### src/rtl/vga_pattern_gen_if.sv
// Video output bundle of the pattern generator plus its run-time controls.
// The generator takes the master side; a DAC, board top or bench takes the slave side.
interface vga_pattern_gen_if #(
    parameter int COLOR_BITS = 4
);
    logic [1:0]              mode;
    logic [3*COLOR_BITS-1:0] solid_rgb;
    logic [COLOR_BITS-1:0]   red;
    logic [COLOR_BITS-1:0]   green;
    logic [COLOR_BITS-1:0]   blue;
    logic                    hsync;
    logic                    vsync;
    logic                    de;
    logic                    frame_start;
    logic [15:0]             frame_cnt;

    modport master (
        input  mode, solid_rgb,
        output red, green, blue, hsync, vsync, de, frame_start, frame_cnt
    );

    modport slave (
        output mode, solid_rgb,
        input  red, green, blue, hsync, vsync, de, frame_start, frame_cnt
    );
endinterface

### src/rtl/vga_pattern_gen.sv
// Parametrised VGA timing and test-pattern generator. Counter state (h,v) is turned
// into colour/sync/de one register stage later, so every output describes the same pixel.
module vga_pattern_gen #(
    parameter int H_ACTIVE   = 800,
    parameter int H_FP       = 40,
    parameter int H_SYNC     = 128,
    parameter int H_BP       = 88,
    parameter int V_ACTIVE   = 600,
    parameter int V_FP       = 1,
    parameter int V_SYNC     = 4,
    parameter int V_BP       = 23,
    parameter bit HS_POL     = 1'b1,
    parameter bit VS_POL     = 1'b1,
    parameter int COLOR_BITS = 4,
    parameter int SQ_LOG2    = 5,
    parameter int GRAD_SHIFT = 5
) (
    input  logic               clk,
    input  logic               rst_n,
    vga_pattern_gen_if.master  vga
);
    localparam int H_TOTAL = H_ACTIVE + H_FP + H_SYNC + H_BP;
    localparam int V_TOTAL = V_ACTIVE + V_FP + V_SYNC + V_BP;
    localparam int HW      = $clog2(H_TOTAL + 1);
    localparam int VW      = $clog2(V_TOTAL + 1);
    localparam int BAR_W   = H_ACTIVE / 8;
    localparam int BW      = $clog2(BAR_W + 1);

    localparam logic [HW-1:0] H_LAST   = HW'(H_TOTAL - 1);
    localparam logic [VW-1:0] V_LAST   = VW'(V_TOTAL - 1);
    localparam logic [HW-1:0] H_ACT    = HW'(H_ACTIVE);
    localparam logic [VW-1:0] V_ACT    = VW'(V_ACTIVE);
    localparam logic [HW-1:0] HS_START = HW'(H_ACTIVE + H_FP);
    localparam logic [HW-1:0] HS_END   = HW'(H_ACTIVE + H_FP + H_SYNC);
    localparam logic [VW-1:0] VS_START = VW'(V_ACTIVE + V_FP);
    localparam logic [VW-1:0] VS_END   = VW'(V_ACTIVE + V_FP + V_SYNC);
    localparam logic [BW-1:0] BAR_LAST = BW'(BAR_W - 1);
    localparam logic [COLOR_BITS-1:0] FULL = {COLOR_BITS{1'b1}};

    // Counter-side state
    logic [HW-1:0]           h_q, h_d;
    logic [VW-1:0]           v_q, v_d;
    logic [15:0]             cnt_q, cnt_d;
    logic [2:0]              bar_q, bar_d;
    logic [BW-1:0]           sub_q, sub_d;
    logic [1:0]              mode_q, mode_d;
    logic [3*COLOR_BITS-1:0] rgb_q, rgb_d;

    // Output-side state
    logic [COLOR_BITS-1:0]   red_q, red_d, green_q, green_d, blue_q, blue_d;
    logic                    hs_q, hs_d, vs_q, vs_d, de_q, de_d, fs_q, fs_d;
    logic [15:0]             fc_q;

    logic h_last, v_last, active, chk_t;
    logic [COLOR_BITS-1:0] pat_r, pat_g, pat_b, grad;

    assign h_last = (h_q == H_LAST);
    assign v_last = (v_q == V_LAST);
    assign active = (h_q < H_ACT) && (v_q < V_ACT);

    always_comb begin
        h_d    = h_last ? '0 : h_q + 1'b1;
        v_d    = v_q;
        cnt_d  = cnt_q;
        mode_d = mode_q;
        rgb_d  = rgb_q;
        if (h_last) begin
            v_d = v_last ? '0 : v_q + 1'b1;
        end
        // Frame-boundary latch: new selection takes effect at the next (0,0)
        if (h_last && v_last) begin
            cnt_d  = cnt_q + 16'd1;
            mode_d = vga.mode;
            rgb_d  = vga.solid_rgb;
        end
        // Bar index tracks h/BAR_W with a sub-counter instead of a divider
        bar_d = bar_q;
        sub_d = sub_q + 1'b1;
        if (h_last) begin
            bar_d = '0;
            sub_d = '0;
        end else if (sub_q == BAR_LAST) begin
            sub_d = '0;
            bar_d = (bar_q == 3'd7) ? 3'd7 : bar_q + 3'd1;
        end
    end

    assign chk_t = 1'((16'(h_q) + cnt_q) >> SQ_LOG2) ^ 1'(16'(v_q) >> SQ_LOG2);
    assign grad  = COLOR_BITS'(h_q >> GRAD_SHIFT);

    always_comb begin
        pat_r = '0;
        pat_g = '0;
        pat_b = '0;
        case (mode_q)
            2'd0: begin
                pat_r = chk_t ? FULL : '0;
                pat_g = chk_t ? FULL : '0;
                pat_b = chk_t ? FULL : '0;
            end
            2'd1: begin
                // white,yellow,cyan,green,magenta,red,blue,black: r=~b1, g=~b2, b=~b0
                pat_r = bar_q[1] ? '0 : FULL;
                pat_g = bar_q[2] ? '0 : FULL;
                pat_b = bar_q[0] ? '0 : FULL;
            end
            2'd2: begin
                pat_r = grad;
                pat_g = grad;
                pat_b = grad;
            end
            default: begin
                pat_r = rgb_q[3*COLOR_BITS-1 -: COLOR_BITS];
                pat_g = rgb_q[2*COLOR_BITS-1 -: COLOR_BITS];
                pat_b = rgb_q[COLOR_BITS-1 -: COLOR_BITS];
            end
        endcase
        red_d   = active ? pat_r : '0;
        green_d = active ? pat_g : '0;
        blue_d  = active ? pat_b : '0;
        de_d    = active;
        fs_d    = (h_q == '0) && (v_q == '0);
        hs_d    = ((h_q >= HS_START) && (h_q < HS_END)) ? HS_POL : ~HS_POL;
        vs_d    = ((v_q >= VS_START) && (v_q < VS_END)) ? VS_POL : ~VS_POL;
    end

    always_ff @(posedge clk or negedge rst_n) begin
        if (!rst_n) begin
            h_q     <= '0;
            v_q     <= '0;
            cnt_q   <= '0;
            bar_q   <= '0;
            sub_q   <= '0;
            mode_q  <= '0;
            rgb_q   <= '0;
            red_q   <= '0;
            green_q <= '0;
            blue_q  <= '0;
            hs_q    <= ~HS_POL;
            vs_q    <= ~VS_POL;
            de_q    <= 1'b0;
            fs_q    <= 1'b0;
            fc_q    <= '0;
        end else begin
            h_q     <= h_d;
            v_q     <= v_d;
            cnt_q   <= cnt_d;
            bar_q   <= bar_d;
            sub_q   <= sub_d;
            mode_q  <= mode_d;
            rgb_q   <= rgb_d;
            red_q   <= red_d;
            green_q <= green_d;
            blue_q  <= blue_d;
            hs_q    <= hs_d;
            vs_q    <= vs_d;
            de_q    <= de_d;
            fs_q    <= fs_d;
            fc_q    <= cnt_q;
        end
    end

    assign vga.red         = red_q;
    assign vga.green       = green_q;
    assign vga.blue        = blue_q;
    assign vga.hsync       = hs_q;
    assign vga.vsync       = vs_q;
    assign vga.de          = de_q;
    assign vga.frame_start = fs_q;
    assign vga.frame_cnt   = fc_q;
endmodule

### src/flat_wrapper.sv
// flat-port wrapper written by rule: the top's interface ports become plain ports
module vga_pattern_gen_flat 
#(
    parameter int H_ACTIVE   = 800,
    parameter int H_FP       = 40,
    parameter int H_SYNC     = 128,
    parameter int H_BP       = 88,
    parameter int V_ACTIVE   = 600,
    parameter int V_FP       = 1,
    parameter int V_SYNC     = 4,
    parameter int V_BP       = 23,
    parameter bit HS_POL     = 1'b1,
    parameter bit VS_POL     = 1'b1,
    parameter int COLOR_BITS = 4,
    parameter int SQ_LOG2    = 5,
    parameter int GRAD_SHIFT = 5
)
  (clk, rst_n, vga_mode, vga_solid_rgb, vga_red, vga_green, vga_blue, vga_hsync, vga_vsync, vga_de, vga_frame_start, vga_frame_cnt);
  vga_pattern_gen_if #(.COLOR_BITS(COLOR_BITS)) vga_i ();
  input  logic clk;
  input  logic rst_n;
  input wire logic [$bits(vga_i.mode)-1:0] vga_mode;
  input wire logic [$bits(vga_i.solid_rgb)-1:0] vga_solid_rgb;
  output wire logic [$bits(vga_i.red)-1:0] vga_red;
  output wire logic [$bits(vga_i.green)-1:0] vga_green;
  output wire logic [$bits(vga_i.blue)-1:0] vga_blue;
  output wire logic [$bits(vga_i.hsync)-1:0] vga_hsync;
  output wire logic [$bits(vga_i.vsync)-1:0] vga_vsync;
  output wire logic [$bits(vga_i.de)-1:0] vga_de;
  output wire logic [$bits(vga_i.frame_start)-1:0] vga_frame_start;
  output wire logic [$bits(vga_i.frame_cnt)-1:0] vga_frame_cnt;
  assign vga_i.mode = vga_mode;
  assign vga_i.solid_rgb = vga_solid_rgb;
  assign vga_red = vga_i.red;
  assign vga_green = vga_i.green;
  assign vga_blue = vga_i.blue;
  assign vga_hsync = vga_i.hsync;
  assign vga_vsync = vga_i.vsync;
  assign vga_de = vga_i.de;
  assign vga_frame_start = vga_i.frame_start;
  assign vga_frame_cnt = vga_i.frame_cnt;
  vga_pattern_gen #(.H_ACTIVE(H_ACTIVE), .H_FP(H_FP), .H_SYNC(H_SYNC), .H_BP(H_BP), .V_ACTIVE(V_ACTIVE), .V_FP(V_FP), .V_SYNC(V_SYNC), .V_BP(V_BP), .HS_POL(HS_POL), .VS_POL(VS_POL), .COLOR_BITS(COLOR_BITS), .SQ_LOG2(SQ_LOG2), .GRAD_SHIFT(GRAD_SHIFT)) u_core (.clk(clk), .rst_n(rst_n), .vga(vga_i));
endmodule
### config.mk
export PLATFORM = sky130hd
export DESIGN_NAME = vga_pattern_gen_flat
export DESIGN_NICKNAME = d
export VERILOG_FILES = /design/src/rtl/vga_pattern_gen_if.sv /design/src/rtl/vga_pattern_gen.sv /design/src/flat_wrapper.sv
export SDC_FILE = /design/constraint.sdc
export NUM_CORES = 1
export LEC_CHECK = 0
export BUFFER_PORTS_ARGS = -buffer_cell sky130_fd_sc_hd__buf_4
export CAP_MARGIN = 40
export CORE_UTILIZATION = 44
export CTS_BUF_LIST = sky130_fd_sc_hd__clkbuf_8 sky130_fd_sc_hd__clkbuf_16
export CTS_CLUSTER_DIAMETER = 100
export DETAILED_ROUTE_END_ITERATION = 8
export SKIP_LAST_GASP = 1
export SLEW_MARGIN = 20
export SYNTH_ARGS = -nofsm -noshare
export SYNTH_HDL_FRONTEND = slang
export SYNTH_SLANG_ARGS = --single-unit
### constraint.sdc
create_clock -name clk -period 2.6 [get_ports clk]
set_input_delay 0.52 -clock clk [delete_from_list [all_inputs] [get_ports clk]]
set_output_delay 0.52 -clock clk [all_outputs]
set_load 0.02 [all_outputs]
=== Yosys cells after proc, flatten, opt, wreduce, memory -nomap -nowiden ===
Index checks and enable logic that the tools add are counted.

* Register bits after elaboration: 93
* Bits in latches: 0
* Bits in read-only memories: 0
* RAM bits: 0
* Word-level logic and storage cells: 62
* Memories: 0
* Input bits: 16

* Reduce and logical (&&, ||, !) cells: 9
* Eq/ne operators: 6
* Shift-type cells: 0
* Multiply operators: 0
* Bitwise logic cells: 1
* Mux-type cells: 19
* Order comparisons: 6
* Add/subtract/negate cells: 6
* Divide/modulo/power cells: 0

{| class="wikitable"
|+ Operators with widths
! operator !! count
|-
| $pmux 4 s3 || 3
|-
| $mux 4 || 7
|-
| $lt 11x10->1 const B || 2
|-
| $lt 10x10->1 const B || 2
|-
| $add 16x1->16 const B || 1
|-
| $mux 7 || 2
|-
| $add 11x1->11 const B || 1
|-
| $eq 11x11->1 const B || 1
|-
| $ge 11x10->1 const B || 1
|-
| $logic_not 11->1 || 1
|-
| $mux 11 || 1
|-
| $add 10x1->10 const B || 1
|-
| $eq 10x10->1 const B || 1
|-
| $ge 10x10->1 const B || 1
|-
| $logic_not 10->1 || 1
|-
| $mux 10 || 1
|-
| $mux 3 || 3
|-
| $add 7x1->7 const B || 1
|-
| $eq 7x7->1 const B || 1
|-
| $add 6x6->6 || 1
|-
| $logic_and 1x1->1 || 5
|-
| $add 3x1->3 const B || 1
|-
| $eq 3x3->1 const B || 1
|-
| $eq 2x1->1 const B || 1
|-
| other kinds (5) || 6
|}

=== Depth between registers and ports, before layout ===
* Depth after elaboration: 5
* Depth in mapped cells: 7
* Gate-level depth less buffers: 6

=== Worst setup path after synthesis ===
Ideal clock, no wire load.

* Path kind: reg-to-reg
* Start point: register u_core.cnt_q[2]
* End point: register u_core.blue_q[0], in the netlist u_core.vga.blue[0]
* Setup time: 0.082 ns
* Arrival: 1.798 ns
* Setup slack: 0.720 ns
* Buffers on the path: 1
* Data required time: 2.518 ns
* Cell stages (with the launch flop): 8
* Clock period less this slack: 1.880 ns
* Path through: dfrtp_1 > ha_1 > a21oi_1 > a21o_1 > a21oi_1 > or4b_4 > buf_6 > a31oi_1

* Word-level cells in the longest chain between the ends: 5

{| class="wikitable"
|+ RTL lines
! item !! line !! text
|-
| start, declared || vga_pattern_gen.sv:43 || <nowiki>logic [15:0] cnt_q, cnt_d;</nowiki>
|-
| start signal, assigned || vga_pattern_gen.sv:147 || <nowiki>cnt_q <= cnt_d;</nowiki>
|-
| $add 6x6->6 || vga_pattern_gen.sv:88 || <nowiki>assign chk_t = 1'((16'(h_q) + cnt_q) >> SQ_LOG2) ^ 1'(16'(v_q) >> SQ_LOG2);</nowiki>
|-
| $xor 1x1->1 || vga_pattern_gen.sv:88 ||
|-
| $mux 4 || vga_pattern_gen.sv:99 || <nowiki>pat_b = chk_t ? FULL : '0;</nowiki>
|-
| $pmux 4 s3 || vga_pattern_gen.sv:95 || <nowiki>case (mode_q)</nowiki>
|-
| $mux 4 || vga_pattern_gen.sv:120 || <nowiki>blue_d = active ? pat_b : '0;</nowiki>
|-
| net u_core.blue_d[0] || vga_pattern_gen.sv:50 || <nowiki>logic [COLOR_BITS-1:0] red_q, red_d, green_q, green_d, blue_q, blue_d;</nowiki>
|-
| end signal, assigned || vga_pattern_gen.sv:154 || <nowiki>blue_q <= blue_d;</nowiki>
|-
| end, declared || vga_pattern_gen.sv:50 ||
|}

The timed path passes the listed nets, and every way through them passes these cells.
A chain may end at the register's enable or synchronous reset.

=== Worst setup path in the final report ===
* Start point: register u_core.v_q[0]
* End point: register u_core.v_q[5]

* Word-level cells in the longest chain between the ends: 2
* Elaborated cells between the ends (all ways): 3
* Those cells by class: add/sub: 1; eq/ne: 1; mux: 1

{| class="wikitable"
|+ RTL lines
! item !! line !! text
|-
| start, declared || vga_pattern_gen.sv:42 || <nowiki>logic [VW-1:0] v_q, v_d;</nowiki>
|-
| start signal, assigned || vga_pattern_gen.sv:146 || <nowiki>v_q <= v_d;</nowiki>
|-
| $add 10x1->10 / $eq 10x10->1 (equally long branches) || vga_pattern_gen.sv:68, vga_pattern_gen.sv:58 ||
|-
| $mux 10 * || vga_pattern_gen.sv:68 || <nowiki>v_d = v_last ? '0 : v_q + 1'b1;</nowiki>
|}

Mark *: on every way between the ends. The rest lies on a longest branch, timed or not.

==> Flow_metrics.wiki <==
{| class="wikitable"
! Metric !! Value
|-
| Number of antenna cells inserted || 0
|-
| Setup total negative slack || 0 ps
|-
| Final antenna-violating net count || 0
|-
| Iteration count of the initial detailed-routing pass || 6
|-
| Clock transition at the registers of the reported paths || about 90 ps
|-
| Number of different library cells in the post-synthesis netlist || 39
|-
| DR WL/cell || roughly 16 um
|-
| Cts-stage hold buffer count || 0
|-
| Commonest non-fill, non-tap cell in the layout || dfrtp_1
|-
| Final number of max-transition violations || 0
|-
| Commonest non-fill, non-tap cells in the layout || dfrtp_1, buf_4, xnor2_1
|-
| Class of the tightest hold or removal check || primary input to async pin
|-
| Proportion of layout cells with a drive suffix above 1 || 0.225
|-
| Skew final || roughly 9 ps
|-
| Final hold violation count || 0
|-
| Iteration-0 DRC count of the detailed router || approximately 110
|-
| Yosys synthesis warning count || 0
|-
| Headroom to the max-slew limit || 0.642
|-
| Clock root buffer || clkbuf_8
|-
| Total gr overflow || 0
|-
| Clk Latency, worst-skew pair || approximately 370 ps
|-
| Worst Setup Path Type || flip-flop to flip-flop
|-
| Required time at the worst-slack endpoint || ~2900 ps
|-
| Clock tree from TritonCTS || built
|-
| Number of buffers added on ports || 47
|-
| Sink count of the clock tree || 93
|-
| Synth Net Count || 381
|-
| Cell with the biggest individual delay on the critical path || dfrtp_1
|-
| Die Area || between 9000 and 10000 um^2
|-
| Die Width || 98.3 um
|-
| Htree depth || 3
|-
| Sequential area share after synthesis || 0.570
|-
| Initial core utilization || 0.461
|-
| Net count reported at finish || 429
|-
| Routability Congestion || 0.798
|-
| Largest net degree at the start of global routing || 67
|-
| Clock buffer count from CTS || 9
|-
| Synth Register Bits || slightly above 90
|-
| Number of flops mapped to enable cells by yosys || 0
|-
| RSZ-0062 raised after global routing || false
|-
| Site Rows || 34
|-
| Clock tree buffer depth || 2
|-
| Peak per-stage delay on the critical path || 420 ps
|-
| Critical path fanouts, max || 16
|-
| Final number of setup-violating endpoints || 0
|-
| FILL cells || around 800
|-
| Number of cells upsized or downsized after cts || 0
|-
| Worst Path Arrival || 2460 ps
|-
| Crit path launch type || flip-flop
|-
| Max-cap check violation count || 0
|-
| Type of destination of the critical path || flip-flop
|-
| Final cycle utilization of the critical path || 0.847
|-
| Total wire length || 7970 um
|-
| Post-synthesis cell count || 352
|-
| Shortest period the worst path allows || 2200 ps
|-
| Height of the die || 98.3 um
|-
| Total via count after detailed routing || 2725
|-
| Slew at the pin with the worst max-slew slack || 533 ps
|-
| Post-Synthesis Mean Instance Area || 11.6 um^2
|-
| Leak Pwr || 2.16 nW
|-
| Outcome || complete, no violations
|-
| Drc violations || 0
|-
| Maximum vdd ir drop || 0.000243 V
|-
| Layout overhead on the synthesized area || 15.9%
|-
| Antenna violations before repair || 0
|-
| Share of the core filled with cells in the final layout || 0.535
|-
| Storage element area || 2330 um^2
|-
| HPWL reported at the end of detailed placement || 5540 um
|-
| Total power density per cell area || 524 nW/um^2
|-
| GRT Resource Usage Total || 0.180
|-
| Cell with the most instances on the worst path || nor2_1
|-
| Number of setup buffers added after CTS || 0
|-
| Mapped Area || 4080 um^2
|-
| First-pass GRT wire length || roughly 13000 um
|-
| Series of cell instances along the critical path || ha_1 > nor3b_1 > nand4_1 > nor2_1 > buf_4 > nor2_1 > a221o_1
|-
| Proportion of register bits with asynchronous set or reset after synthesis || 1.00
|-
| Ys flop type || dfrtp_1
|-
| Via density || 5.31
|-
| Ports || 48
|-
| Via count of the first global-routing pass || between 2000 and 3000
|-
| Core area || 8850 um^2
|-
| Total area of multi-input combinational cells || 1640 um^2
|-
| Highest achievable clock rate || 454 MHz
|}
[area by class of cell]
| cell class | instances | share of cell area |
|---|---|---|
| clock buffers | 9 | 0.0262 |
| clock inverters | 7 | 0.0159 |
| inverters | 6 | 0.00476 |
| multi-input cells | 238 | 0.348 |
| flip-flops and latches | 93 | 0.492 |
| well taps | 108 | 0.0286 |
| repair buffers | 52 | 0.0852 |
[final timing paths]
| check | startpoint | to | slack, ps | cells past startpoint |
|---|---|---|---|---|
| worst max register to register | u_core.v_q[0] | u_core.v_q[5] | 400 | 7 |
| worst min register to register | u_core.cnt_q[15] | u_core.vga.frame_cnt[15] | 410 | 0 |
| worst min-delay path | rst_n | u_core.vga.frame_cnt[9] | 50 | 1 |
| max in group asynchronous | rst_n | u_core.h_q[5] | 1890 | 2 |
| min in group clk | vga_solid_rgb[0] | u_core.rgb_q[0] | 370 | 2 |
| worst max-delay path | u_core.v_q[0] | u_core.v_q[5] | 400 | 7 |
[registers in the layout, summed over array words and instances (netlist names), 2 cells and up]
register	flops
u_core.mode_q	2
u_core.cnt_q	16
u_core.rgb_q	12
u_core.v_q	10
u_core.vga.red	4
u_core.vga.frame_cnt	16
u_core.vga.blue	4
u_core.sub_q	7
u_core.h_q	11
u_core.bar_q	3
u_core.vga.green	4
[synthesized netlist by cell type, types with 2 or more instances]
cell type,count,area (um^2)
a21o_1,2,15.0
a21oi_1,7,35.0
a31oi_1,12,75.1
and2_1,17,106
and3_1,4,25.0
and4_1,6,52.6
buf_2,3,15.0
buf_4,3,22.5
buf_6,2,22.5
clkbuf_1,7,26.3
dfrtp_1,93,2330
ha_1,13,163
inv_1,6,22.5
mux2_2,16,180
mux2i_1,2,20.0
nand2_1,17,63.8
nand2b_1,3,18.8
nand3_1,17,85.1
nand4_1,15,93.8
nor2_1,23,86.3
nor2b_1,7,43.8
nor3_1,7,35.0
nor3_2,3,30.0
nor4_1,3,18.8
o21ai_0,19,95.1
xnor2_1,26,228
xor2_1,7,61.3
[report_power, final]
group	leakage (nW)	internal [mW]	total, mW	switching (mW)
clock network	0.104	0.449	0.985	0.536
logic	0.854	0.0173	0.0475	0.0302
registers	1.20	1.44	1.44	0
total	2.16	1.91	2.48	0.566
[stage by stage]
step	hold WS (ps)	std cells	instance area [um^2]	total power, mW	setup slack, ps
finish	48.9	513	4730	2.48	397
detailed placement	394	497	4530	1.52	414
CTS	52.5	513	4730	2.50	389
global placement	389	497	4530	1.52	503
global route	59.2	513	4730	2.57	173
floorplan	224	352	4080	1.47	720
[critical path: cells and delay by family (launching register included)]
family | cells | cell delay (ps)
AND/OR/NAND/NOR | 4 | 890
adder cells (fa/ha/maj) | 1 | 220
AO/OA/AOI/OAI | 1 | 300
buffers and inverters | 1 | 270
flip-flops | 1 | 420
[per-layer routing]
metal / vias up / track usage / share of wire
li1: 1322 / - / -
met1: 1350 / 0.263 / 0.52
met2: 44 / 0.256 / 0.43
met3: 9 / 0.0437 / 0.041
met4: 0 / 0.0781 / 0.015
met5: - / 0 / 0
[cells by family after synthesis]
group	count (synthesis)	share of synthesized area
buffers and inverters	21	0.0267
XOR/XNOR	34	0.0748
flip-flops	93	0.570
multiplexers	18	0.0491
AND/OR/NAND/NOR	129	0.177
AO/OA/AOI/OAI	44	0.0622
adder cells (fa/ha/maj)	13	0.0399
No activity file was read; power rests on OpenSTA's default activity.
